## src/rtl/multiword_add_sequencer_pkg.sv

```systemverilog
// Shared word width and FSM state type for the multiword add sequencer.
package multiword_add_sequencer_pkg;

    localparam int WORD_W = 16;

    localparam logic [1:0] S_IDLE = 2'd0;
    localparam logic [1:0] S_RUN  = 2'd1;
    localparam logic [1:0] S_DONE = 2'd2;

    typedef enum logic [1:0] {
        ST_IDLE = S_IDLE,
        ST_RUN  = S_RUN,
        ST_DONE = S_DONE
    } state_t;

endpackage

```

## src/rtl/multiword_add_sequencer.sv

```systemverilog
// Sequences a wide add/subtract through an external 16-bit adder, one word per
// clock, LSW first, chaining the adder carry-out into the next word's carry-in.
module multiword_add_sequencer
    import multiword_add_sequencer_pkg::*;
#(
    parameter int WORDS = 4
) (
    input  logic                     Clk,
    input  logic                     Rst_n,
    input  logic                     InValid,
    output logic                     InReady,
    input  logic [WORD_W*WORDS-1:0]  A,
    input  logic [WORD_W*WORDS-1:0]  B,
    input  logic                     CinIn,
    input  logic                     Sub,
    output logic [WORD_W-1:0]        AddX,
    output logic [WORD_W-1:0]        AddY,
    output logic                     AddCin,
    input  logic [WORD_W-1:0]        AddS,
    input  logic                     AddCout,
    output logic                     OutValid,
    input  logic                     OutReady,
    output logic [WORD_W*WORDS-1:0]  Result,
    output logic                     Cout,
    output logic                     Overflow,
    output logic                     Zero
);

    localparam int OP_W = WORD_W * WORDS;
    localparam int K_W  = (WORDS > 1) ? $clog2(WORDS) : 1;
    localparam logic [K_W-1:0] K_LAST = K_W'(WORDS - 1);

    state_t            state_q, state_d;
    logic [K_W-1:0]    k_q;
    logic              carry_q;
    logic [OP_W-1:0]   a_q;
    logic [OP_W-1:0]   beff_q;
    logic [OP_W-1:0]   result_d;
    logic              accept;
    logic              running;
    logic              last_word;

    assign InReady   = (state_q == ST_IDLE);
    assign OutValid  = (state_q == ST_DONE);
    assign running   = (state_q == ST_RUN);
    assign accept    = InValid & InReady;
    assign last_word = running & (k_q == K_LAST);

    // Word-slice muxes feeding the external adder; parked at zero outside RUN.
    assign AddX   = running ? a_q[int'(k_q)*WORD_W +: WORD_W]    : '0;
    assign AddY   = running ? beff_q[int'(k_q)*WORD_W +: WORD_W] : '0;
    assign AddCin = running ? carry_q : 1'b0;

    always_comb begin
        result_d = Result;
        result_d[int'(k_q)*WORD_W +: WORD_W] = AddS;
    end

    always_comb begin
        state_d = state_q;
        case (state_q)
            ST_IDLE: if (accept)             state_d = ST_RUN;
            ST_RUN:  if (k_q == K_LAST)      state_d = ST_DONE;
            ST_DONE: if (OutReady)           state_d = ST_IDLE;
            default:                         state_d = ST_IDLE;
        endcase
    end

    always_ff @(posedge Clk or negedge Rst_n) begin
        if (!Rst_n) begin
            state_q <= ST_IDLE;
        end else begin
            state_q <= state_d;
        end
    end

    // Word counter, running carry and registered result/flags.
    always_ff @(posedge Clk or negedge Rst_n) begin
        if (!Rst_n) begin
            k_q      <= '0;
            carry_q  <= 1'b0;
            Result   <= '0;
            Cout     <= 1'b0;
            Overflow <= 1'b0;
            Zero     <= 1'b0;
        end else if (accept) begin
            k_q     <= '0;
            carry_q <= Sub | CinIn;
        end else if (running) begin
            Result  <= result_d;
            carry_q <= AddCout;
            k_q     <= k_q + 1'b1;
            if (last_word) begin
                Cout     <= AddCout;
                Overflow <= (a_q[OP_W-1] == beff_q[OP_W-1]) &
                            (result_d[OP_W-1] != a_q[OP_W-1]);
                Zero     <= (result_d == '0);
            end
        end
    end

    // Operand capture is pure data; the FSM keeps it off the adder outside RUN.
    always_ff @(posedge Clk) begin
        if (accept) begin
            a_q    <= A;
            beff_q <= Sub ? ~B : B;
        end
    end

endmodule

```

## config.mk

```make
export PLATFORM = sky130hd
export DESIGN_NAME = multiword_add_sequencer
export DESIGN_NICKNAME = d
export VERILOG_FILES = /design/src/rtl/multiword_add_sequencer_pkg.sv /design/src/rtl/multiword_add_sequencer.sv
export SDC_FILE = /design/constraint.sdc
export NUM_CORES = 1
export LEC_CHECK = 0
export ABC_AREA = 1
export CORE_MARGIN = 2
export CORE_UTILIZATION = 25
export CTS_CLUSTER_DIAMETER = 100
export CTS_CLUSTER_SIZE = 30
export DETAILED_ROUTE_END_ITERATION = 7
export GPL_ROUTABILITY_DRIVEN = 0
export GPL_TIMING_DRIVEN = 0
export SETUP_SLACK_MARGIN = 0.2
export SLEW_MARGIN = 20
export SYNTH_ARGS = -nofsm -noshare
export SYNTH_HDL_FRONTEND = slang
export SYNTH_SLANG_ARGS = --single-unit
```

## constraint.sdc

```tcl
create_clock -name Clk -period 6.96 [get_ports Clk]
set_input_delay 1.044 -clock Clk [delete_from_list [all_inputs] [get_ports Clk]]
set_output_delay 1.044 -clock Clk [all_outputs]
set_load 0.01 [all_outputs]
```

==> results of run 1 <==
sequential cells by signal (all words and copies together), names as in the netlist:
register / cells
beff_q: 64
a_q: 64
Cout: 1
k_q: 2
carry_q: 1
Overflow: 1
Zero: 1
state_q: 2
Result: 64
metal layers:
layer / up-vias / GRT usage, % / wire length (µm) / share of wire, %
li1: 3964 / - / - / -
met2: 339 / 26.18 / 14960 / 47
met1: 3762 / 20.67 / 13380 / 42
met5: - / 0 / 0 / 0
met4: 0 / 4.975 / 484 / 1.5
met3: 34 / 4.608 / 2937 / 9.2
cell families after synthesis:
| kind of cell | count (synthesis) | share of synthesized area [%] |
|---|---|---|
| DFF | 200 | 59.24 |
| adders and majority gates | 6 | 0.7878 |
| xor gates and xnor gates | 64 | 5.882 |
| muxes | 1 | 0.1182 |
| and+or+nand+nor | 490 | 19.94 |
| buffers and inverters | 99 | 4.412 |
| AOI/OAI and AO/OA | 173 | 9.612 |
worst max-delay path, cell delays in order, from the launching register on:
cell	delay, ns
dfrtp_1	0.42
clkbuf_1	0.42
inv_1	0.21
clkbuf_1	0.42
nor2_1	0.21
o21ai_0	0.10
a21oi_1	0.20
clkdlybuf4s50_1	0.57
final cells by class:
type                       count  area share, %
sequential                   200          42.55
multi-input combinational    734          26.10
timing repair buffer         253          19.33
tap                          511          4.819
clock buffer                  20          3.291
buffer                        59          2.037
inverter                      40          1.169
clock inverter                11         0.6979
metrics by stage:
stage	hold WS [ns]	instance area, µm²
final	0.4902	13270
after global routing	0.5335	13270
after CTS	0.4996	13270
after detailed placement	0.4723	12740
after global placement	0.4752	12680
after floorplan	0.4752	9529
worst min path at each step:
stage                                       from                      to  cells past startpoint
final                           Zero$_DFFE_PN0P_        Zero$_DFFE_PN0P_                      2
after global placement          Cout$_DFFE_PN0P_        Cout$_DFFE_PN0P_                      2
after floorplan           state_q[0]$_DFFE_PN0P_  state_q[1]$_DFFE_PN0P_                      1
after detailed placement        Zero$_DFFE_PN0P_        Zero$_DFFE_PN0P_                      2
after CTS                       Zero$_DFFE_PN0P_        Zero$_DFFE_PN0P_                      2
after global routing                       Rst_n  Result[42]$_DFFE_PN0P_                      1
cells in the final DEF (no fill, tap or decap), types with 3 or more instances in the layout:
| master | Yosys | routed |
|---|---|---|
| xor2_1 | 64 | 64 |
| buf_1 | 7 | 7 |
| a21oi_1 | 33 | 33 |
| ha_1 | 6 | 6 |
| inv_6 | 0 | 6 |
| nand3_1 | 40 | 40 |
| inv_1 | 36 | 35 |
| o21ai_1 | 12 | 12 |
| clkbuf_1 | 25 | 28 |
| clkdlybuf4s50_1 | 0 | 250 |
| buf_2 | 23 | 23 |
| clkbuf_16 | 0 | 17 |
| a31oi_1 | 26 | 26 |
| o21ai_0 | 95 | 95 |
| dfrtp_1 | 72 | 72 |
| edfxtp_1 | 128 | 128 |
| clkinv_1 | 2 | 3 |
| nand2_1 | 238 | 238 |
| nor2_1 | 209 | 209 |
where the power goes:
group          switching (µW)  total, µW  internal, µW
clock network             467        929           462
registers                 217       1890          1670
logic                    1780       2950          1170
==> results.tsv, run 1 <==
metric	value	unit
synth_edf_count	128	
power.leakage	0.005258	µW
synthCells	1033	
fill_cells	3895	
hold_path_class	flop to flop	
area_growth	39.23	%
setup_slack	2.913	ns
pin_count	253	
worstReg2RegStart	k_q[1]$_DFFE_PN0P_	
antenna_cells	0	
cp-end-kind	output pin	
worst_pin_slew	0.8469	ns
finalMaxSlewViolations	0	
multi_input_area	3463	µm²
synthTopCellsByCount	238 x nand2_1, 209 x nor2_1, 128 x edfxtp_1, 95 x o21ai_0, 72 x dfrtp_1	
cp-endpoint	AddY[13]	
grt_pass1_vias	7656	
grt_usage	16.10	%
final_util	35.31	%
arrival	3.00	ns
synth_top_area_cell	edfxtp_1	
syn_nets	1190	
overflow	0	
maxCapViolations	0	
place_worst_setup_slack	3.260	ns
drive_gt1_share	4.860	%
ys.flop_type	edfxtp_1	
rrSetupSlack	3.36	ns
cts.sink_count	200	
grt_pass1_wl	46730	µm
die_area	39690	µm²
finalCritPeriodShare	58.14	%
drtIter0Drc	738	
power.density	434.8	nW/µm²
via_count	8099	
drt_first_pass_iters	5	
grt_max_degree	76	
wl_per_cell	17.37	µm
hold_viol	0	
avgSynthCellArea	9.225	µm²
port_buffers	251	
row_count	71	
tns	0	ns
vdd_drop_max	0.1904	mV
ys_seq_elements	200	
cts_resized	0	
antenna_found_initial	0	
clock_path_buffers	2	
relSlewSlack	43.54	%
path_max_fanout	12	
hpwl	24220	µm
netlist_area	9529	µm²
synth_cell_types	30	
crit_start	k_q[1]$_DFFE_PN0P_	
critPathRequiredTime	5.92	ns
wl	31760	µm
layout.nets	1462	
async_flop_share	36.00	%
clkSlewWorstSetupHoldPaths	0.07	ns
rsz0062_at_grt	false	
yosysTopAreaCellShare	40.34	%
yosys_warnings	0	
cts_tree	done	
criticalPathCategory	flop to output pin	
cts_root_buf	clkbuf_16	
numCtsBuffers	17	
yosysSeqAreaShare	59.24	%
start_util	25.36	%
total_power	5768	µW
synth_top_cells_by_area	edfxtp_1 40%, dfrtp_1 19%, nand2_1 9.4%, nor2_1 8.2%, xor2_1 5.9%	
ctsHoldBuffers	0	
final-setup-viol-count	0	
cp-start-kind	flop	
core_area	37580	µm²
outcome	finished clean	
fp.dieW	199.2	µm
r2r_end	Overflow$_DFFE_PN0P_	
viasPerCell	4.431	
fmax	247.1	MHz
drc_errors	0	
place_inst	1797	
r2r_cells	9	
post-cts-setup-buffer-count	0	
synth_most_common_cell	nand2_1	
die_y	199.2	µm
finalNonFillerCells	1828	
ff_latch_area	5645	µm²
clk_latency	0.45	ns
ctsHtreeMaxLevel	4	
skew	0.008055	ns
fin_crit	4.047	ns
ant_nets	0	
Power figures use the tool's default switching activity.
==> inputs of run 2 (changes only) <==
==> constraint.sdc (replaced) <==
create_clock -name Clk -period 4.2 [get_ports Clk]
set_input_delay 0.63 -clock Clk [delete_from_list [all_inputs] [get_ports Clk]]
set_output_delay 0.63 -clock Clk [all_outputs]
set_load 0.01 [all_outputs]
==> results of run 2 <==
Same layout as run 1 (identical final DEF). Status: finished clean.
Among the figures that moved: setup slack after placement 3.260 ns -> 0.5000 ns; setup slack after layout 2.913 ns -> 0.5673 ns; hold slack 0.4902 ns -> 0.1074 ns; register-to-register setup slack 3.36 ns -> 0.60 ns; total power 5768 µW -> 9559 µW; worst IR drop on VDD 0.1904 mV -> 0.3154 mV
